[src/rtl/mem_arbiter.sv]
// Two-port round-robin arbiter/sequencer for the asynchronous EN/MFC memory handshake.
// Optional STROBE watchdog enabled by defining MEM_TIMEOUT_EN (abort reported on err).
module mem_arbiter #(
  parameter int AW          = 16,
  parameter int DW          = 16,
  parameter int SYNC_STAGES = 2,
  parameter int TIMEOUT     = 64
) (
  input  logic          clk,
  input  logic          reset,
  input  logic          req0,
  input  logic          rw0,
  input  logic [AW-1:0] addr0,
  input  logic [DW-1:0] wdata0,
  output logic          ack0,
  output logic [DW-1:0] rdata0,
  input  logic          req1,
  input  logic          rw1,
  input  logic [AW-1:0] addr1,
  input  logic [DW-1:0] wdata1,
  output logic          ack1,
  output logic [DW-1:0] rdata1,
  output logic          err,
  output logic          busy,
  output logic          mem_EN,
  output logic          mem_RW,
  output logic [AW-1:0] mem_addr,
  output logic [DW-1:0] mem_Data_in,
  input  logic [DW-1:0] mem_Data_out,
  input  logic          mem_MFC
);

  typedef enum logic [2:0] {
    S_IDLE, S_SETUP, S_STROBE, S_RELEASE, S_DONE
  } state_t;

  state_t               state_q, state_d;
  logic                 last_grant_q, last_grant_d;
  logic                 gnt_q, gnt_d;
  logic                 mem_rw_q, mem_rw_d;
  logic [AW-1:0]        mem_addr_q, mem_addr_d;
  logic [DW-1:0]        mem_wdata_q, mem_wdata_d;
  logic [DW-1:0]        rdata0_q, rdata0_d;
  logic [DW-1:0]        rdata1_q, rdata1_d;
  logic                 abort_q, abort_d;
  logic [SYNC_STAGES-1:0] mfc_sync_q, mfc_sync_d;
  logic                 mfc_s;
  logic                 sel;

`ifdef MEM_TIMEOUT_EN
  localparam int CW = $clog2(TIMEOUT) + 1;
  logic [CW-1:0]        cnt_q, cnt_d;
`endif

  // MFC is asynchronous to clk; only the last synchroniser stage is used.
  assign mfc_s = mfc_sync_q[SYNC_STAGES-1];

  always_comb begin
    state_d      = state_q;
    last_grant_d = last_grant_q;
    gnt_d        = gnt_q;
    mem_rw_d     = mem_rw_q;
    mem_addr_d   = mem_addr_q;
    mem_wdata_d  = mem_wdata_q;
    rdata0_d     = rdata0_q;
    rdata1_d     = rdata1_q;
    abort_d      = abort_q;
    mfc_sync_d   = {mfc_sync_q[SYNC_STAGES-2:0], mem_MFC};
    sel          = 1'b0;
`ifdef MEM_TIMEOUT_EN
    cnt_d        = cnt_q;
`endif
    case (state_q)
      S_IDLE: begin
        if (req0 || req1) begin
          // Contended requests go to the port that did not win last time.
          sel         = (req0 && req1) ? ~last_grant_q : req1;
          gnt_d       = sel;
          mem_rw_d    = sel ? rw1    : rw0;
          mem_addr_d  = sel ? addr1  : addr0;
          mem_wdata_d = sel ? wdata1 : wdata0;
          abort_d     = 1'b0;
          state_d     = S_SETUP;
        end
      end
      S_SETUP: begin
`ifdef MEM_TIMEOUT_EN
        cnt_d   = '0;
`endif
        state_d = S_STROBE;
      end
      S_STROBE: begin
        if (mfc_s) begin
          if (mem_rw_q) begin
            if (gnt_q) rdata1_d = mem_Data_out;
            else       rdata0_d = mem_Data_out;
          end
          state_d = S_RELEASE;
        end
`ifdef MEM_TIMEOUT_EN
        else if (cnt_q == CW'(TIMEOUT - 1)) begin
          abort_d = 1'b1;
          state_d = S_RELEASE;
        end else begin
          cnt_d = cnt_q + 1'b1;
        end
`endif
      end
      S_RELEASE: begin
        if (!mfc_s) state_d = S_DONE;
      end
      S_DONE: begin
        last_grant_d = gnt_q;
        mem_rw_d     = 1'b1;
        state_d      = S_IDLE;
      end
      default: state_d = S_IDLE;
    endcase
  end

  always_ff @(posedge clk or posedge reset) begin
    if (reset) begin
      state_q      <= S_IDLE;
      last_grant_q <= 1'b1;
      gnt_q        <= 1'b0;
      mem_rw_q     <= 1'b1;
      mem_addr_q   <= '0;
      mem_wdata_q  <= '0;
      rdata0_q     <= '0;
      rdata1_q     <= '0;
      abort_q      <= 1'b0;
      mfc_sync_q   <= '0;
`ifdef MEM_TIMEOUT_EN
      cnt_q        <= '0;
`endif
    end else begin
      state_q      <= state_d;
      last_grant_q <= last_grant_d;
      gnt_q        <= gnt_d;
      mem_rw_q     <= mem_rw_d;
      mem_addr_q   <= mem_addr_d;
      mem_wdata_q  <= mem_wdata_d;
      rdata0_q     <= rdata0_d;
      rdata1_q     <= rdata1_d;
      abort_q      <= abort_d;
      mfc_sync_q   <= mfc_sync_d;
`ifdef MEM_TIMEOUT_EN
      cnt_q        <= cnt_d;
`endif
    end
  end

  // Strobe and acks decode straight from the state flop so reset kills them immediately.
  assign mem_EN      = (state_q == S_STROBE);
  assign busy        = (state_q != S_IDLE);
  assign ack0        = (state_q == S_DONE) && !gnt_q;
  assign ack1        = (state_q == S_DONE) &&  gnt_q;
  assign mem_RW      = mem_rw_q;
  assign mem_addr    = mem_addr_q;
  assign mem_Data_in = mem_wdata_q;
  assign rdata0      = rdata0_q;
  assign rdata1      = rdata1_q;
`ifdef MEM_TIMEOUT_EN
  assign err         = (state_q == S_DONE) && abort_q;
`else
  assign err         = 1'b0;
`endif

endmodule

[config.mk]
export PLATFORM = sky130hd
export DESIGN_NAME = mem_arbiter
export DESIGN_NICKNAME = d
export VERILOG_FILES = /design/src/rtl/mem_arbiter.sv
export SDC_FILE = /design/constraint.sdc
export NUM_CORES = 1
export LEC_CHECK = 0
export CAP_MARGIN = 40
export CORE_MARGIN = 2
export CORE_UTILIZATION = 32
export CTS_CLUSTER_SIZE = 10
export DETAILED_ROUTE_END_ITERATION = 10
export PLACE_DENSITY = 0.67
export SLEW_MARGIN = 15
export SYNTH_ARGS = -nofsm -noshare
export SYNTH_HDL_FRONTEND = slang
export SYNTH_SLANG_ARGS = --single-unit
export TNS_END_PERCENT = 5
[constraint.sdc]
create_clock -name clk -period 4 [get_ports clk]
set_clock_uncertainty 0.05 [all_clocks]
set_input_delay 0.4 -clock clk [delete_from_list [all_inputs] [get_ports clk]]
set_output_delay 0.4 -clock clk [all_outputs]
set_load 0.02 [all_outputs]
==> results of run 1 <==
==> metal layers <==
layer,part of all wire,GRT usage,routed length (microns),vias up
met5,0,0,0,-
met4,0.015,0.0696,121,0
met3,0.079,0.0476,636,9
met2,0.49,0.263,3930,99
met1,0.42,0.193,3380,1130
li1,-,-,-,1140
==> where the power goes <==
part	switching, W	total [W]	leakage [nW]	internal [W]
sequential	0.000214	0.00130	0.833	0.00108
combinational	0.000896	0.00192	1.03	0.00102
clock	0.000279	0.000586	0.0989	0.000307
==> cell type report <==
type	instances	area, sq um	share of cell area
well taps	129	161	0.0324
clock inverters	6	67.6	0.0136
clock buffers	10	138	0.0276
inverters	6	22.5	0.00452
multi-input cells	124	1150	0.231
flip-flops and latches	72	1800	0.362
repair buffers	162	1640	0.329
==> stage by stage <==
stage	cells	util	worst slack [ns]	hold slack [ns]
2_1_floorplan	218	-	1.73	0.281
3_3_place_gp	490	0.512	1.47	0.288
3_5_place_dp	493	0.517	1.51	0.290
4_1_cts	509	0.539	1.44	0.311
5_1_grt	509	0.539	1.31	0.325
6_report	509	0.539	1.47	0.308
==> sequential cells by signal, indices dropped and copies added (netlist names) <==
| register | cells |
|---|---|
| gnt_q | 1 |
| last_grant_q | 1 |
| mem_Data_in | 16 |
| mem_RW | 1 |
| mem_addr | 16 |
| mfc_sync_q | 2 |
| rdata0 | 16 |
| rdata1 | 16 |
| state_q | 3 |
==> cell usage in the layout, fill, tap and decap left out <==
| cell | synthesis | layout |
|---|---|---|
| inv_2 | 0 | 1 |
| clkinvlp_4 | 0 | 2 |
| a32o_1 | 1 | 1 |
| nand3_1 | 1 | 1 |
| buf_8 | 0 | 3 |
| nand3b_1 | 32 | 32 |
| inv_1 | 6 | 5 |
| clkbuf_8 | 0 | 10 |
| a21o_1 | 1 | 1 |
| mux2_1 | 20 | 20 |
| buf_4 | 1 | 3 |
| o221a_1 | 3 | 3 |
| clkinv_2 | 0 | 1 |
| buf_12 | 0 | 1 |
| or3b_4 | 1 | 1 |
| bufinv_16 | 0 | 1 |
| nand2b_1 | 1 | 1 |
| and3_1 | 1 | 1 |
| conb_1 | 1 | 1 |
| clkinv_4 | 0 | 1 |
| nor2_1 | 3 | 3 |
| nor3_1 | 2 | 2 |
| inv_6 | 0 | 1 |
| o21a_1 | 1 | 1 |
| nor3_4 | 2 | 3 |
| dfstp_2 | 2 | 2 |
| o221a_2 | 29 | 29 |
| a21boi_2 | 0 | 1 |
| mux2_2 | 12 | 12 |
| or4_1 | 1 | 1 |
| nand2_1 | 5 | 5 |
| a21oi_1 | 2 | 2 |
| o21ai_0 | 3 | 3 |
| clkdlybuf4s50_1 | 0 | 155 |
| dfrtp_1 | 70 | 70 |
==> worst paths after layout <==
check	from	endpoint	slack, ns	cells after the start
setup / recovery	state_q[0]$_DFFE_PP0P_	busy	1.47	3
hold / removal	mfc_sync_q[0]$_DFF_PP0_	mfc_sync_q[1]$_DFF_PP0_	0.31	0
setup reg to reg	state_q[0]$_DFFE_PP0P_	mem_Data_in[14]$_DFFE_PP0P_	1.54	4
hold reg to reg	mfc_sync_q[0]$_DFF_PP0_	mfc_sync_q[1]$_DFF_PP0_	0.31	0
max in group asynchronous	reset	last_grant_q$_DFFE_PP1P_	2.70	3
min in group asynchronous	reset	mem_addr[7]$_DFFE_PP0P_	0.47	2
==> synthesized netlist by cell type, drive strengths merged <==
library cell	n
o21a	1
nand3b	32
dfrtp	70
o21ai	3
or4	1
a32o	1
mux2	32
nand2	5
or3b	1
a21boi	1
inv	6
nor2	3
clkbuf	9
and3	1
a21oi	2
a21o	1
o221a	32
nand3	1
buf	7
nand2b	1
nor3	5
dfstp	2
conb	1
==> cells by family after synthesis <==
group / Yosys count / share of synthesized area
mux: 32 / 0.118
flops: 72 / 0.591
buf+inv: 22 / 0.0348
other cells: 1 / 0.00123
simple gates: 50 / 0.118
compound gates: 41 / 0.137
==> key figures, run 1 <==
Drt
  – Antenna Violating Nets Remaining: 0
  – Final wirelength: 8.06 mm
  – Wire length per cell: 15.8 microns
  – Drt via density: 4.67
  – DRC: 0
  – Detailed Route Iter0 Violations: 54
  – Total iterations of the first detailed-routing run: 4
  – DR vias: 2378

Clocking
  – Root Driver: clkbuf_8
  – Post-CTS Hold Fix Bufs: 0
  – Clk buf depth: 2
  – Clock Latency Late Sink: 0.33 ns
  – Post_cts resized: 0
  – Clock sink total: 72
  – Postcts setup bufs: 0
  – Htree depth: 3
  – CTS tree: yes
  – Clock slew at reported path FFs: 0.08 ns
  – Num CTS Buffers: 9

Synth
  – Share of Yosys cell area claimed by the top area cell type: 0.574
  – Largest area contributor in the netlist: dfrtp_1
  – Seq cells post-synth: 72
  – Ranking of synthesized cells by area: dfrtp_1 57%, o221a_2 11%, nand3b_1 7.9%
  – Cells after Synth: 218
  – Synth Net Count: 305
  – Synthesized area: 3050 sq um
  – Cell variety after synth: 29
  – Synth warnings: 0
  – Register area share after synthesis: 0.591
  – Syn avg cell area: 14.0 sq um

Die
  – Core ar.: 9240 sq um
  – Full die area: 10300 sq um
  – Initial Util: 0.330
  – Die span in x: 102 microns
  – Io pins: 157
  – Die Ht: 102 microns
  – Row count: 35

Setup path
  – WP data arrival: 2.08 ns
  – Critical path, cell by cell: nor3_4, inv_1, clkdlybuf4s50_1
  – CP Capture Type: primary output
  – Crit path max-delay family: buffers and inverters
  – Crit-path max cell delay: 0.64 ns
  – Crit path buf inv count: 2
  – Slowest CP cell: nor3_4
  – CP Max Fanout: 20
  – Setup crit start kind: flop
  – CP Class: flop to primary output
  – Worst path required time: 3.55 ns

STA
  – RSZ-0062 raised after global routing: false
  – Fin. Hold Viols: 0
  – Total Neg Setup Slack: 0 ns
  – Fmax: 396 MHz
  – Final setup violation count: 0
  – Min Tclk post-route: 2.53 ns
  – Tcrit/Tclk final: 0.632
  – Final Slew Violations: 0
  – Slew @ Worst Pin: 0.764 ns
  – Slew headroom: 0.490

Global route
  – Vias in the first global route: 2547
  – First-pass GRT wire length: 12.6 mm
  – Initial antenna violation count: 0
  – Overflow after GRT: 0
  – All-Layer GR Usage: 0.159
  – Largest net degree at the start of global routing: 38

Power
  – Leakage power: 1.96 nW
  – Peak VDD IR: 0.309 mV
  – Total Power: 0.00380 W
  – Pwr dens: 763 nW/um^2

Cells and area
  – Final nets: 462
  – Finished layout cell area: 4980 sq um
  – Ant diodes: 0
  – Share of cells above drive strength 1: 0.189
  – Area Growth Syn to Fin: 63.3%
  – Fill count: 820

Place
  – Post-DP Area: 4780 sq um
  – RePlAce Congestion: 0.745
  – Port Buf Inserts: 155
  – Detailed Place HPWL: 5.96 mm

Hold path
  – HP Class: flop to flop

Flow run
  – Max-cap violations: 0

Run status
  – Status: complete, no violations
No activity file was read; power rests on OpenSTA's default activity.
==> inputs of run 2 (changes only) <==
--- a/config.mk
+++ b/config.mk
@@ -10,7 +10,7 @@
 export CORE_UTILIZATION = 32
 export CTS_CLUSTER_SIZE = 10
 export DETAILED_ROUTE_END_ITERATION = 10
-export PLACE_DENSITY = 0.67
+export PLACE_DENSITY = 0.69
 export SLEW_MARGIN = 15
 export SYNTH_ARGS = -nofsm -noshare
 export SYNTH_HDL_FRONTEND = slang
==> constraint.sdc (replaced) <==
create_clock -name clk -period 2.1 [get_ports clk]
set_clock_uncertainty 0.05 [all_clocks]
set_input_delay 0.21 -clock clk [delete_from_list [all_inputs] [get_ports clk]]
set_output_delay 0.21 -clock clk [all_outputs]
set_load 0.02 [all_outputs]
==> run 2 against run 1 <==
  * Critical path depth unchanged
  * Register-to-register slack got worse by 1.3 ns
  * Via count grew 2.6%
  * Largest power group unchanged
==> key figures, run 2 (synthesis results as in run 1) <==
Run status
  – Status: complete, no violations

Setup path
  – WP data arrival: 1.68 ns
  – CP Class: flop to primary output
  – CP endpoint: busy
  – R2R Setup Slk: 0.27 ns
  – Setup crit start kind: flop
  – CP Max Fanout: 5
  – CP Capture Type: primary output
  – Reg2reg start: state_q[2]$_DFFE_PP0P_
  – Worst path required time: 1.84 ns
  – CP startpoint: state_q[1]$_DFFE_PP0P_
  – FF-to-FF End: rdata0[3]$_DFFE_PP0P_
  – Worst R2R Path Depth: 4

Clocking
  – Htree depth: 3
  – Clk buf depth: 2
  – Clock Latency Late Sink: 0.34 ns
  – Clock sink total: 72
  – CTS tree: yes
  – Root Driver: clkbuf_8
  – Num CTS Buffers: 9
  – Clock slew at reported path FFs: 0.08 ns

Hold path
  – HP Class: input port to async pin

Die
  – Die span in x: 102 microns
  – Full die area: 10300 sq um
  – Core ar.: 9240 sq um
  – Row count: 35
  – Die Ht: 102 microns
  – Initial Util: 0.330
  – Io pins: 157

Drt
  – Antenna Violating Nets Remaining: 0
  – DR vias: 2439
  – Detailed Route Iter0 Violations: 45
  – Final wirelength: 8.19 mm
  – Total iterations of the first detailed-routing run: 4
  – Wire length per cell: 15.9 microns
  – DRC: 0
  – Drt via density: 4.75

Power
  – Leakage power: 2.00 nW
  – Total Power: 0.00729 W
  – Peak VDD IR: 0.673 mV
  – Pwr dens: 1450 nW/um^2

Global route
  – First-pass GRT wire length: 12.5 mm
  – All-Layer GR Usage: 0.160
  – Largest net degree at the start of global routing: 33
  – Initial antenna violation count: 0
  – Vias in the first global route: 2593
  – Overflow after GRT: 0

STA
  – Min Tclk post-route: 1.94 ns
  – Fmax: 514 MHz
  – RSZ-0062 raised after global routing: false
  – Final Slew Violations: 0
  – Slew @ Worst Pin: 0.550 ns
  – Final setup violation count: 0
  – Total Neg Setup Slack: 0 ns
  – Fin. Hold Viols: 0
  – Tcrit/Tclk final: 0.926
  – Slew headroom: 0.633
  – Hold_ws: 0.190 ns

Place
  – RePlAce Congestion: 0.748
  – Placed Cells: 496
  – Port Buf Inserts: 155
  – Detailed Place HPWL: 6.01 mm

Cells and area
  – Most common cell after layout, fill and taps aside: clkdlybuf4s50_1
  – Non-filler cells, final: 514
  – Area Growth Syn to Fin: 65.1%
  – Fill count: 815
  – Ant diodes: 0
  – Layout Utilization: 0.545
  – Final nets: 467
  – Commonest cells after routing, fill and taps aside: 152 x clkdlybuf4s50_1, 70 x dfrtp_1, 32 x nand3b_1
  – Share of cells above drive strength 1: 0.203

Flow run
  – Max-cap violations: 0
-- run 2: routing by layer --
| layer | share of wire | track usage | wire [microns] |
|---|---|---|---|
| met1 | 0.42 | 0.191 | 3470 |
| met2 | 0.48 | 0.260 | 3900 |
| met3 | 0.078 | 0.0580 | 642 |
| met4 | 0.021 | 0.0665 | 175 |
| met5 | 0 | 0 | 0 |
-- run 2: worst max-delay path, stage by stage, from the launching register on --
cell and delay [ns]:
dfrtp_1 0.45, nor3_4 0.28, inv_1 0.07, clkdlybuf4s50_1 0.55
-- run 2: timing repair --
action / CTS / global route
hold buffers: 0 / 0
gates resized for setup: 4 / 0
buffers inserted: 0 / 2
cloned: 0 / 0
setup endpoints to repair: 3 / 1
pin swaps: 0 / 1
-- run 2: area by class of cell --
class / instances / area (sq um) / share of cell area
Clock buffer: 9 / 124 / 0.0246
Clock inverter: 7 / 71.3 / 0.0142
Inverter: 6 / 22.5 / 0.00447
Multi-Input combinational cell: 124 / 1150 / 0.229
Sequential cell: 72 / 1800 / 0.358
Tap cell: 129 / 161 / 0.0320
Timing Repair Buffer: 167 / 1700 / 0.338
-- run 2: worst min path at each step --
stage               depth (start not counted)                    endpoint  slack (ns)
finish                                      2       rdata0[4]$_DFFE_PP0P_        0.19
floorplan                                   0     mfc_sync_q[0]$_DFF_PP0_        0.19
global placement                            0     mfc_sync_q[1]$_DFF_PP0_        0.29
CTS                                         2  mem_Data_in[6]$_DFFE_PP0P_        0.20
global route                                2      state_q[1]$_DFFE_PP0P_        0.22
detailed placement                          0     mfc_sync_q[1]$_DFF_PP0_        0.30
-- run 2: stage by stage --
stage                     setup WS, ns  area (sq um)
final                            0.155          5040
after global routing            0.0534          5040
after CTS                       0.0364          5020
after detailed placement         0.258          4830
after global placement           0.275          4830
after floorplan                 0.0184          3050
-- run 2: power by group --
group	internal [W]	total, W	switching (W)	leakage, nW
Combinational	0.00199	0.00374	0.00175	1.07
Sequential	0.00207	0.00248	0.000411	0.833
Clock	0.000548	0.00108	0.000528	0.0916
==> inputs of run 3 (changes only) <==
--- a/config.mk
+++ b/config.mk
@@ -5,9 +5,10 @@
 export SDC_FILE = /design/constraint.sdc
 export NUM_CORES = 1
 export LEC_CHECK = 0
-export CAP_MARGIN = 40
-export CORE_MARGIN = 2
+export CAP_MARGIN = 15
+export CORE_MARGIN = 5
 export CORE_UTILIZATION = 32
+export CTS_CLUSTER_DIAMETER = 120
 export CTS_CLUSTER_SIZE = 10
 export DETAILED_ROUTE_END_ITERATION = 10
 export PLACE_DENSITY = 0.69
==> run 3 against run 2 <==
  * Highest routed layer unchanged
  * Non-clock buffer count is 4 lower
  * Total power fell by 2.2%
  * Critical path depth unchanged
  * Die area up 12%
  * Utilization is 0.84 points lower
  * First-iteration DRC count grew 38%
  * Routed wire length rose by 0.20%
  * Sequential power is essentially flat
  * Critical path type unchanged
  * Sequential share of layout area grew 0.39 points
  * Final area fell by 1.1%
==> key figures, run 3 (synthesis results as in run 1) <==
Run status
  – Status: complete, no violations

Power
  – Total Power: 0.00713 W
  – Leakage power: 1.98 nW
  – Pwr dens: 1430 nW/um^2
  – Peak VDD IR: 0.529 mV

Die
  – Io pins: 157
  – Row count: 35
  – Core ar.: 9280 sq um
  – Initial Util: 0.329
  – Die span in x: 108 microns
  – Full die area: 11600 sq um
  – Die Ht: 108 microns

STA
  – Final Slew Violations: 0
  – RSZ-0062 raised after global routing: false
  – Tcrit/Tclk final: 0.952
  – Fmax: 500 MHz
  – Final setup violation count: 0
  – Final setup margin: 0.100 ns
  – Fin. Hold Viols: 0
  – Total Neg Setup Slack: 0 ns
  – Min Tclk post-route: 2.00 ns

Cells and area
  – Ant diodes: 0
  – Area Growth Syn to Fin: 63.3%
  – Final nets: 463
  – Most common cell after layout, fill and taps aside: clkdlybuf4s50_1
  – Commonest cells after routing, fill and taps aside: 152 x clkdlybuf4s50_1, 70 x dfrtp_1, 32 x nand3b_1
  – Share of cells above drive strength 1: 0.186
  – Finished layout cell area: 4980 sq um

Hold path
  – HP Class: input port to async pin

Clocking
  – Clk buf depth: 2
  – Num CTS Buffers: 9
  – Clock slew at reported path FFs: 0.08 ns
  – CTS tree: yes
  – Post-CTS Hold Fix Bufs: 0
  – Htree depth: 3
  – Root Driver: clkbuf_8
  – Postcts setup bufs: 0
  – Clock Latency Late Sink: 0.33 ns
  – Post_cts resized: 3
  – Clock sink total: 72

Drt
  – Final wirelength: 8.21 mm
  – DRC: 0
  – Detailed Route Iter0 Violations: 62
  – Total iterations of the first detailed-routing run: 4
  – Drt via density: 4.81
  – Wire length per cell: 16.1 microns
  – DR vias: 2452
  – Antenna Violating Nets Remaining: 0

Setup path
  – CP Capture Type: primary output
  – CP Max Fanout: 6
  – CP Class: flop to primary output
  – Worst path required time: 1.84 ns
  – WP data arrival: 1.74 ns
  – Worst R2R Path Depth: 4
  – Reg2reg start: state_q[2]$_DFFE_PP0P_
  – Setup crit start kind: flop
  – R2R Setup Slk: 0.29 ns
  – FF-to-FF End: rdata0[2]$_DFFE_PP0P_

Place
  – Detailed Place HPWL: 6.00 mm
  – Port Buf Inserts: 155
  – Post-DP Area: 4810 sq um
  – RePlAce Congestion: 0.707
  – Place WS: 0.274 ns

Flow run
  – Max-cap violations: 0

Global route
  – All-Layer GR Usage: 0.144
  – Largest net degree at the start of global routing: 73
  – Vias in the first global route: 2671
  – Overflow after GRT: 0
  – First-pass GRT wire length: 13.3 mm
  – Initial antenna violation count: 0
run 3: cell count changes in the layout (fill, tap and decap cells not counted), sizes merged:
cell / delta
clkinvlp: -3
dlygate4sd2: -1
buf: -4
clkbuf: +4
dlymetal6s2s: +1
bufinv: -1
clkinv: +1
inv: -1
run 3: power breakdown:
part	internal [W]	switching [W]	leakage, nW
combinational	0.00198	0.00173	1.06
clock	0.000461	0.000493	0.0874
sequential	0.00207	0.000401	0.833
total	0.00451	0.00262	1.98
run 3: critical path, stage by stage, from the launching register on:
cell and delay [ns]:
dfrtp_1 0.44, nor3_4 0.33, inv_1 0.09, clkdlybuf4s50_1 0.55
run 3: final cells by class:
class / instances / area [sq um]
clock buffers: 13 / 149
well taps: 129 / 161
repair buffers: 163 / 1670
fillers: 823 / 4300
inverters: 6 / 22.5
clock inverters: 3 / 18.8
flip-flops and latches: 72 / 1800
multi-input cells: 124 / 1150
run 3: worst max-delay path by stage:
stage / slack, ns / from / cells after the start / to
CTS: 0.01 / state_q[0]$_DFFE_PP0P_ / 3 / ack1
floorplan: 0.02 / reset / 1 / gnt_q$_DFFE_PP0P_
detailed placement: 0.27 / state_q[2]$_DFFE_PP0P_ / 3 / mem_EN
global route: 0.01 / state_q[0]$_DFFE_PP0P_ / 3 / busy
global placement: 0.27 / state_q[2]$_DFFE_PP0P_ / 3 / mem_EN
finish: 0.1 / state_q[0]$_DFFE_PP0P_ / 3 / busy
run 3: through the flow:
stage	hold WS, ns	std cells	utilization
after detailed placement	0.299	494	0.518
after global placement	0.289	494	0.518
final	0.229	510	0.537
after floorplan	0.191	218	-
after global routing	0.239	510	0.537
after CTS	0.231	510	0.537
run 3: layer usage:
layer / vias to the layer above / routed length [microns] / global-route usage
li1: 1139 / - / -
met1: 1198 / 3450 / 0.179
met2: 104 / 3940 / 0.230
met3: 11 / 682 / 0.0516
met4: 0 / 136 / 0.0523
met5: - / 0 / 0
